File: config.mk
export PLATFORM = sky130hd
export DESIGN_NAME = vec_alu_seq
export DESIGN_NICKNAME = d
export VERILOG_FILES = /design/src/rtl/vec_alu_seq.sv
export SDC_FILE = /design/constraint.sdc
export NUM_CORES = 1
export LEC_CHECK = 0
export ABC_AREA = 1
export BUFFER_PORTS_ARGS = -buffer_cell sky130_fd_sc_hd__buf_2
export CORE_ASPECT_RATIO = 1.25
export CORE_MARGIN = 8
export CORE_UTILIZATION = 35
export CTS_BUF_LIST = sky130_fd_sc_hd__clkbuf_16
export DETAILED_ROUTE_END_ITERATION = 8
export RECOVER_POWER = 100
export REMOVE_ABC_BUFFERS = 1
export SLEW_MARGIN = 20
export SYNTH_ARGS = -nofsm -noshare
export SYNTH_HDL_FRONTEND = slang
export SYNTH_SLANG_ARGS = --single-unit
File: constraint.sdc
create_clock -name clk_i -period 2 [get_ports clk_i]
set_clock_uncertainty 0.2 [all_clocks]
set_input_delay 0.1 -clock clk_i [delete_from_list [all_inputs] [get_ports clk_i]]
set_output_delay 0.1 -clock clk_i [all_outputs]
set_load 0.01 [all_outputs]
File: src/rtl/vec_alu_seq.sv
// Multi-cycle vector ALU sequencer: decodes vfunct and steps an element index. For dot products
// it accumulates the ALU results. Optional ALU stall input is enabled by VALU_SEQ_STALL_EN.
module vec_alu_seq #(
  parameter int unsigned VLEN = 4,
  parameter int unsigned EW   = 32,
  parameter int unsigned IW   = 2
) (
  input  logic          clk_i,
  input  logic          rst_i,
  input  logic          start_i,
  output logic          ready_o,
  input  logic [9:0]    vfunct_i,
  output logic [IW-1:0] elem_idx_o,
  output logic [2:0]    valu_ctrl_o,
  input  logic [EW-1:0] alu_res_i,
`ifdef VALU_SEQ_STALL_EN
  input  logic          alu_stall_i,
`endif
  output logic          wr_en_o,
  output logic [IW-1:0] wr_idx_o,
  output logic [EW-1:0] wr_data_o,
  output logic          done_o,
  output logic          err_o
);

  typedef enum logic [1:0] {StIdle, StExec, StAccw, StDone} state_e;

  localparam logic [IW-1:0] LastIdx = IW'(VLEN - 1);
  localparam logic [2:0]    CtrlDot = 3'b001;

  state_e        r_state, w_state_d;
  logic [IW-1:0] r_idx;
  logic [2:0]    r_ctrl;
  logic          r_err;
  logic [EW-1:0] r_acc;

  logic          w_dec_legal;
  logic [2:0]    w_dec_ctrl;
  logic          w_accept;
  logic          w_is_dot;
  logic          w_stall;
  logic          w_last;

`ifdef VALU_SEQ_STALL_EN
  assign w_stall = alu_stall_i;
`else
  assign w_stall = 1'b0;
`endif

  // vfunct = {funct6, vm, funct3}
  always_comb begin
    w_dec_legal = 1'b1;
    w_dec_ctrl  = 3'b000;
    case (vfunct_i)
      10'b000000_1_001: w_dec_ctrl = 3'b010;
      10'b010000_1_000: w_dec_ctrl = 3'b110;
      10'b000000_1_111: w_dec_ctrl = 3'b000;
      10'b000000_1_110: w_dec_ctrl = CtrlDot;
      default:          w_dec_legal = 1'b0;
    endcase
  end

  assign w_accept = (r_state == StIdle) && start_i;
  assign w_is_dot = (r_ctrl == CtrlDot);
  assign w_last   = (r_idx == LastIdx);

  // State register
  always_ff @(posedge clk_i or posedge rst_i) begin
    if (rst_i) begin
      r_state <= StIdle;
    end else begin
      r_state <= w_state_d;
    end
  end

  // Next-state logic
  always_comb begin
    w_state_d = r_state;
    case (r_state)
      StIdle: begin
        if (start_i) begin
          w_state_d = w_dec_legal ? StExec : StDone;
        end
      end
      StExec: begin
        if (!w_stall && w_last) begin
          w_state_d = w_is_dot ? StAccw : StDone;
        end
      end
      StAccw:  w_state_d = StDone;
      StDone:  w_state_d = StIdle;
      default: w_state_d = StIdle;
    endcase
  end

  // Datapath registers: op latch, element index, dot accumulator
  always_ff @(posedge clk_i or posedge rst_i) begin
    if (rst_i) begin
      r_idx  <= '0;
      r_ctrl <= 3'b000;
      r_err  <= 1'b0;
      r_acc  <= '0;
    end else if (w_accept) begin
      r_idx <= '0;
      r_acc <= '0;
      r_err <= !w_dec_legal;
      if (w_dec_legal) begin
        r_ctrl <= w_dec_ctrl;
      end
    end else if (r_state == StExec && !w_stall) begin
      r_idx <= w_last ? '0 : r_idx + IW'(1);
      if (w_is_dot) begin
        r_acc <= r_acc + alu_res_i;
      end
    end
  end

  // Output logic
  always_comb begin
    ready_o   = 1'b0;
    wr_en_o   = 1'b0;
    wr_idx_o  = '0;
    wr_data_o = '0;
    done_o    = 1'b0;
    err_o     = 1'b0;
    case (r_state)
      StIdle: ready_o = 1'b1;
      StExec: begin
        if (!w_is_dot && !w_stall) begin
          wr_en_o   = 1'b1;
          wr_idx_o  = r_idx;
          wr_data_o = alu_res_i;
        end
      end
      StAccw: begin
        wr_en_o   = 1'b1;
        wr_data_o = r_acc;
      end
      StDone: begin
        done_o = 1'b1;
        err_o  = r_err;
      end
      default: ;
    endcase
  end

  assign elem_idx_o  = r_idx;
  assign valu_ctrl_o = r_ctrl;

endmodule

== Word level (Yosys, flattened, before mapping) ==
Cells that the tools add are included.
Storage, ports and cells
  word-level logic and storage cells: 49
  input bits: 45
  flip-flop bits (word level): 40
  output and inout port bits: 43
Operators by class
  eq/ne operators: 11
  reductions and logical operators: 9
  mux-type cells: 22
  add/sub/neg operators: 2
Operators by type and width (number)
  32-bit two-way mux: 4
  32-bit case mux with 2 select lines: 1
  32-bit adder: 1
  10-bit by 4-bit == test with 1-bit output, second input constant: 3
  2-bit two-way mux: 8
  10-bit by 9-bit == test with 1-bit output, second input constant: 1
  3-bit case mux with 3 select lines: 1
  2-bit case mux with 4 select lines: 1
  2-bit == test, second input constant: 3
  1-bit two-way mux: 6
  2-bit AND reduction: 3
  2-bit inequality test, second input constant: 2
  2-bit nonzero test: 2
  4-bit OR reduction: 1
  3-bit by 1-bit == test with 1-bit output, second input constant: 1
  2-bit by 1-bit adder with 2-bit output, second input constant: 1
  2-bit by 1-bit == test with 1-bit output, second input constant: 1
  2-bit zero test: 1
  1-bit case mux with 2 select lines: 1
  1-bit logical AND: 1
  1-bit zero test: 1

== Longest topological paths before layout ==
Gate-level depths: netlist of run 1.
  depth in word-level cells: 6
  mapped depth: 13
  depth with buffers taken out: 13

== Worst setup path after synthesis of run 1 ==
Ideal clock, no wire load.
  kind: register to register
  from: register r_acc[0]
  to: register r_acc[24]
  cell stages (with the launch flop): 13
  data required time: 1683 ps
  buffers on the path: 0
  period minus slack after synthesis: 2015 ps
  library setup time: 117 ps
  arrival time: 1698 ps
  setup slack: -15 ps
  cell sequence: dfrtp_1 ha_1 fa_1 nand3_1 nand3_2 nand2_1 nand2_1 nand2_1 nand2_2 nand2_1 nand3_1 nand3_1 nand2_1
Between the ends
  longest elaborated chain between the ends: 4
RTL lines
  start: declaration: line 35  | logic [EW-1:0] r_acc;
  start signal: assignment: line 113  | r_acc <= r_acc + alu_res_i;
  32-bit adder: line 113
  32-bit two-way mux: line 112  | if (w_is_dot) begin
  32-bit two-way mux: line 110  | end else if (r_state == StExec && !w_stall) begin
  32-bit two-way mux: line 103  | end else if (w_accept) begin
No other way between the ends. The select of a mux whose other input is x is not followed.
A chain may end at the register's enable or synchronous reset.

== Worst setup path in the final report of run 1 ==
  from: register r_acc[0]
  to: register r_acc[30]
The elaborated chain is that of the path after synthesis.

==> impl_metrics.tcl, run 1 <==
set metrics [dict create \
    status "complete, but fails checks" \
    violations "negative setup slack" \
    rows 46 \
    ys_types 34 \
    clk_pin_slew_ps 70 \
    syn_avg_cell_area_um2 5.731 \
    design_area_mm2 0.006820 \
    hold_violations 0 \
    dpl.hpwl_um 12440 \
    cts-buffers-inserted 5 \
    yosys.area.top_type "nand2_1" \
    portBuffers 87 \
    antenna_found_initial 0 \
    cts_root_buf "clkbuf_16" \
    synth_warnings 0 \
    chipHeight_um 143.9 \
    vdd_ir_drop_max_v 0.0007967 \
    ant_nets 0 \
    worst_slew_pin_slew_ps 1139 \
    initial_core_util 0.3600 \
    num_vias 5551 \
    final_util 0.5362 \
    powerDensity_mw_per_mm2 580.3 \
    multi_input_area_mm2 0.003720 \
    clk_latency_ps 300 \
    maxSlewHeadroom 0.2408 \
    fin_crit_sh 1.001 \
    syn_inst 799 \
    drv_slew 0 \
    drt_iter0_drc 303 \
    cts_tree "yes" \
    core-area_mm2 0.01272 \
    synth-seq-cells 40 \
    wire_per_inst_um 14.16 \
    fin_ws_ps -1.574 \
    grt_max_degree 41 \
    placed_area_mm2 0.005784 \
    synthFlopType "dfrtp_1" \
    hp-class "in2reg" \
    r2r-start "r_acc[0]" \
    htreeDepth 2 \
    drv_cap 0 \
    yosys-top-cells-count "319 x nand2_1, 128 x inv_1, 68 x nand3_1" \
    fmax_mhz 499.6 \
    regArea_mm2 0.001003 \
    setup_viol_count_final 1 \
    grtUsageTotal 0.1838 \
    routed_wl_um 16200 \
    grt_pass1_wl_um 25700 \
    hold_path.startpoint "vfunct_i[9]" \
    p_total_mw 3.958 \
    first_pass_iters 5 \
    die_w_um 118.3 \
    async_reset_ff_frac 1.000 \
    syn-cell-area_mm2 0.004579 \
    critPathLaunch "r_acc[0]" \
    r2r_setup_slack_ps -2 \
    cp.required_ps 1980 \
    rsz0062_at_grt "true" \
    fin_crit_ps 2002 \
    overflow 0 \
    r2r_end "r_acc[30]" \
    viasPerCell 4.852 \
    critPathKind "reg2reg" \
    holdWs_ps 7.714 \
    clock_path_buffers 2 \
    yosys.area.top_type_share 0.2615 \
    start_kind "register" \
    worst_hold_path.endpoint "valu_ctrl_o[0]" \
    synth.most_common_cell "nand2_1" \
    synthToLayoutAreaGrowth_pct 48.93 \
    synth_edf_count 0 \
    critPathMaxFanout 4 \
    num-fill-cells 1299 \
    gp_congestion 0.9166 \
    whs_path_depth 4 \
    yosysSeqAreaShare 0.2186 \
    antennaDiodeCount 0 \
    cts_num_sinks 40 \
    yosys-top-cells-area "nand2_1 26%, dfrtp_1 22%, inv_1 10%" \
    worst-r2r-cell-count 11 \
    cp-end-kind "register" \
    drive_above_1_share 0.3268 \
    first_global_vias 5363 \
    num_io_pins 88 \
    power_leakage_nw 3.769 \
    crit_arrival_ps 1980 \
    nets 1058 \
    die_area_mm2 0.01702 \
    drc 0 \
]
per-stage QoR:
step / setup TNS (ps) / cells / worst slack, ps
finish: -1.574 / 1144 / -1.574
CTS: -190.6 / 1134 / -44.55
global placement: -440.0 / 1116 / -80.87
detailed placement: -861.3 / 1116 / -110.3
global route: -1505 / 1144 / -118.8
floorplan: -14660 / 779 / -598.3
metal layers:
metal  global-route usage  wire length [um]  vias to the layer above
met1               0.2162              6976                     2538
met2               0.3404              8243                      117
met4              0.05473               365                        0
met3              0.02277               614                       26
li1                     -                 -                     2870
met5                    0                 0                        -
flip-flops by register name, indices dropped and copies added (netlist names):
signal	count
r_err	1
valu_ctrl_o	3
r_state	2
elem_idx_o	2
r_acc	32
report_power, final:
| part | total [mW] | internal (mW) | switching, mW |
|---|---|---|---|
| clock | 0.819 | 0.454 | 0.365 |
| sequential | 0.898 | 0.859 | 0.0392 |
| combinational | 2.24 | 0.857 | 1.38 |
critical path: stages, from the launching register on:
cell	delay [ps]
dfrtp_1	380
ha_2	200
fa_2	370
buf_4	150
nand2_1	70
nand3_2	80
nand2_2	90
nand2_4	80
nand2_2	70
nand3_1	60
nand3_1	80
nand2_1	50
final cells by class:
type	instances	area share
flip-flops and latches	40	0.1471
well taps	168	0.03082
clock buffers	5	0.01835
multi-input cells	610	0.5454
repair buffers	190	0.1855
clock inverters	2	0.001835
inverters	129	0.07100
timing repair:
item                                    in CTS  in global routing
gates resized for setup                     37                119
endpoints found under the hold margin       45                  0
setup buffers                                3                 10
pin swaps                                    5                 21
endpoints found under the setup margin      34                 66
hold buffers                                 8                  0
kinds of logic after synthesis:
logic type,synth area share
buffers and inverters,0.1235
AOI/OAI and AO/OA,0.1156
and+or+nand+nor,0.4358
DFF,0.2186
adders and majority gates,0.1027
xor gates and xnor gates,0.003826
cell usage in the layout, fill, tap and decap left out, drive strengths merged, types with 2 or more instances in the layout:
| cell type | count |
|---|---|
| o21ai | 23 |
| inv | 129 |
| nand4 | 8 |
| buf | 163 |
| a22o | 2 |
| nor2 | 48 |
| dfrtp | 40 |
| clkbuf | 24 |
| o21bai | 2 |
| nand2 | 330 |
| ha | 36 |
| dlygate4sd3 | 8 |
| nor3 | 7 |
| a32o | 2 |
| nand3 | 73 |
| or2 | 3 |
| o31ai | 2 |
| a21oi | 65 |
| and2 | 2 |
worst max path at each step:
stage / end / slack [ps] / depth (start not counted)
finish: r_acc[30] / -2 / 11
global route: r_acc[24] / -120 / 13
detailed placement: r_acc[24] / -110 / 12
floorplan: r_acc[13] / -600 / 6
CTS: r_acc[30] / -40 / 11
global placement: r_acc[20] / -80 / 10
(Power assumes the default switching activity.)
==> run 2, diff against run 1 <==
--- a/config.mk
+++ b/config.mk
@@ -10,7 +10,7 @@
 export CORE_ASPECT_RATIO = 1.25
 export CORE_MARGIN = 8
 export CORE_UTILIZATION = 35
-export CTS_BUF_LIST = sky130_fd_sc_hd__clkbuf_16
+export CTS_BUF_LIST = sky130_fd_sc_hd__clkbuf_8
 export DETAILED_ROUTE_END_ITERATION = 8
 export RECOVER_POWER = 100
 export REMOVE_ABC_BUFFERS = 1
==> impl_metrics.tcl, run 2 (same netlist as run 1, synthesis figures left out) <==
set metrics [dict create \
    status "complete, but fails checks" \
    violations "negative setup slack" \
    cts_root_buf "clkbuf_8" \
    powerDensity_mw_per_mm2 559.2 \
    ant_nets 0 \
    grt_pass1_wl_um 25650 \
    cts_num_sinks 40 \
    hold_violations 0 \
    crit_arrival_ps 2090 \
    htreeDepth 2 \
    dpl.hpwl_um 12440 \
    fin_ws_ps -45.32 \
    clock_path_buffers 2 \
    drt_iter0_drc 309 \
    swShare 0.4692 \
    chipHeight_um 143.9 \
    r2r-start "r_acc[0]" \
    mostFrequentLayoutCells "286 x nand2_1, 120 x inv_1, 84 x buf_4, 79 x buf_2, 60 x nand3_1" \
    path_cells "ha_2 -> fa_2 -> nand3_2 -> nand3_4 -> nand2_2 -> nand2_2 -> nand2_2 -> nand2_4 -> nand2_4 -> nand2_2 -> nand2_1 -> nand3_1 -> nand2_1" \
    r2r_setup_slack_ps -50 \
    holdWs_ps 24.78 \
    critPathMostFrequentCell "nand2_2" \
    routed_wl_um 16150 \
    final_common_cell "nand2_1" \
    start_kind "register" \
    p_int_mw 2.022 \
    p_total_mw 3.809 \
    num-fill-cells 1297 \
    first_pass_iters 5 \
    nets 1061 \
    vdd_ir_drop_max_v 0.0008037 \
    fin_crit_sh 1.023 \
    rows 46 \
    grtUsageTotal 0.1828 \
    critPathLaunch "r_acc[0]" \
    die_area_mm2 0.01702 \
    core-area_mm2 0.01272 \
    hp-class "in2reg" \
    num_vias 5548 \
    die_w_um 118.3 \
    overflow 0 \
    synthToLayoutAreaGrowth_pct 48.74 \
    clk_pin_slew_ps 100 \
    critPathKind "reg2reg" \
    initial_core_util 0.3600 \
    grt_max_degree 41 \
    hold_path.startpoint "vfunct_i[3]" \
    cp.required_ps 2050 \
    critPathMaxFanout 5 \
    slowest_stage "dfrtp_1" \
    pwr-share-seq 0.235 \
    num_io_pins 88 \
    setup_viol_count_final 3 \
    drc 0 \
    clk_latency_ps 310 \
    cp-end-kind "register" \
    wire_per_inst_um 14.08 \
    drv_slew 0 \
    power_leakage_nw 3.743 \
    fmax_mhz 488.9 \
    p_sw_mw 1.787 \
    cts-buffers-inserted 5 \
    largest_reg_flops 32 \
    slowest_delay_ps 400 \
    drv_cap 0 \
    place_ws_ps -110.3 \
    antenna_found_initial 0 \
    portBuffers 87 \
    rsz0062_at_grt "true" \
    worst_slew_pin_slew_ps 1120 \
    maxSlewHeadroom 0.2534 \
    drive_above_1_share 0.3299 \
    first_global_vias 5378 \
    viasPerCell 4.837 \
    clockPowerShare 0.152 \
    pwr-share-comb 0.613 \
    largest_register "r_acc" \
    cts_tree "yes" \
    antennaDiodeCount 0 \
    fin_crit_ps 2045 \
    gp_congestion 0.9166 \
]
-- run 2: cell types whose count changed in the layout (fill, tap and decap cells not counted), moves of 2 or more --
cell           change
clkbuf_2           -8
buf_2              +7
clkbuf_16          -5
clkbuf_8           +5
nor2_1             -3
a21oi_1            -2
dlygate4sd3_1      +2
nor2_2             +2
-- run 2: path summary, 6_finish.rpt --
check / end / cells after the start
worst max-delay path: r_acc[24] / 13
worst min-delay path: valu_ctrl_o[0] / 5
worst max register to register: r_acc[24] / 13
worst min register to register: r_err / 1
max in group asynchronous: r_acc[1] / 4
min in group asynchronous: r_acc[6] / 4
-- run 2: layout make-up --
type	count	area (um^2)	area share
clock inverter	2	12.51	0.001837
multi-input combinational	610	3722	0.5465
tap	168	210.2	0.03086
inverter	129	484.2	0.07109
clock buffer	5	68.82	0.01010
timing repair buffer	193	1311	0.1925
sequential	40	1002	0.1471
-- run 2: timing repair --
action / in CTS / in global routing
endpoints found under the hold margin: 47 / 0
setup buffers: 5 / 9
resized for setup: 39 / 122
setup endpoints to repair: 47 / 61
pin swaps: 6 / 27
hold buffers: 10 / 0
-- run 2: worst max-delay path, delay by kind of cell (launching register included) --
kind	cells	cell delay (ps)
DFF	1	400
and+or+nand+nor	11	810
adders and majority gates	2	570
-- run 2: power groups by stage --
stage / Sequential, mW / Clock, mW / Combinational, mW
6_report: 0.896 / 0.579 / 2.33
5_1_grt: 0.903 / 0.621 / 2.54
4_1_cts: 0.898 / 0.591 / 2.19
3_5_place_dp: 0.910 / 0 / 2.01
3_3_place_gp: 0.911 / 0 / 2.00
2_1_floorplan: 0.911 / 0 / 1.05
-- run 2: through the flow --
step           cells  TNS (ps)  instance area, um^2  utilization
2_1_floorplan    779    -14660                 4498            -
3_3_place_gp    1116    -440.0                 5784       0.4548
3_5_place_dp    1116    -861.3                 5784       0.4548
4_1_cts         1138    -270.1                 6177       0.4856
5_1_grt         1147     -1805                 6812       0.5355
6_report        1147    -68.83                 6812       0.5355
-- run 2: per-layer routing --
layer,vias up,routed length [um],GRT usage
met5,-,0,0
met4,0,349,0.05135
met3,25,482,0.02199
met2,98,8197,0.3386
met1,2547,7121,0.2164
li1,2878,-,-
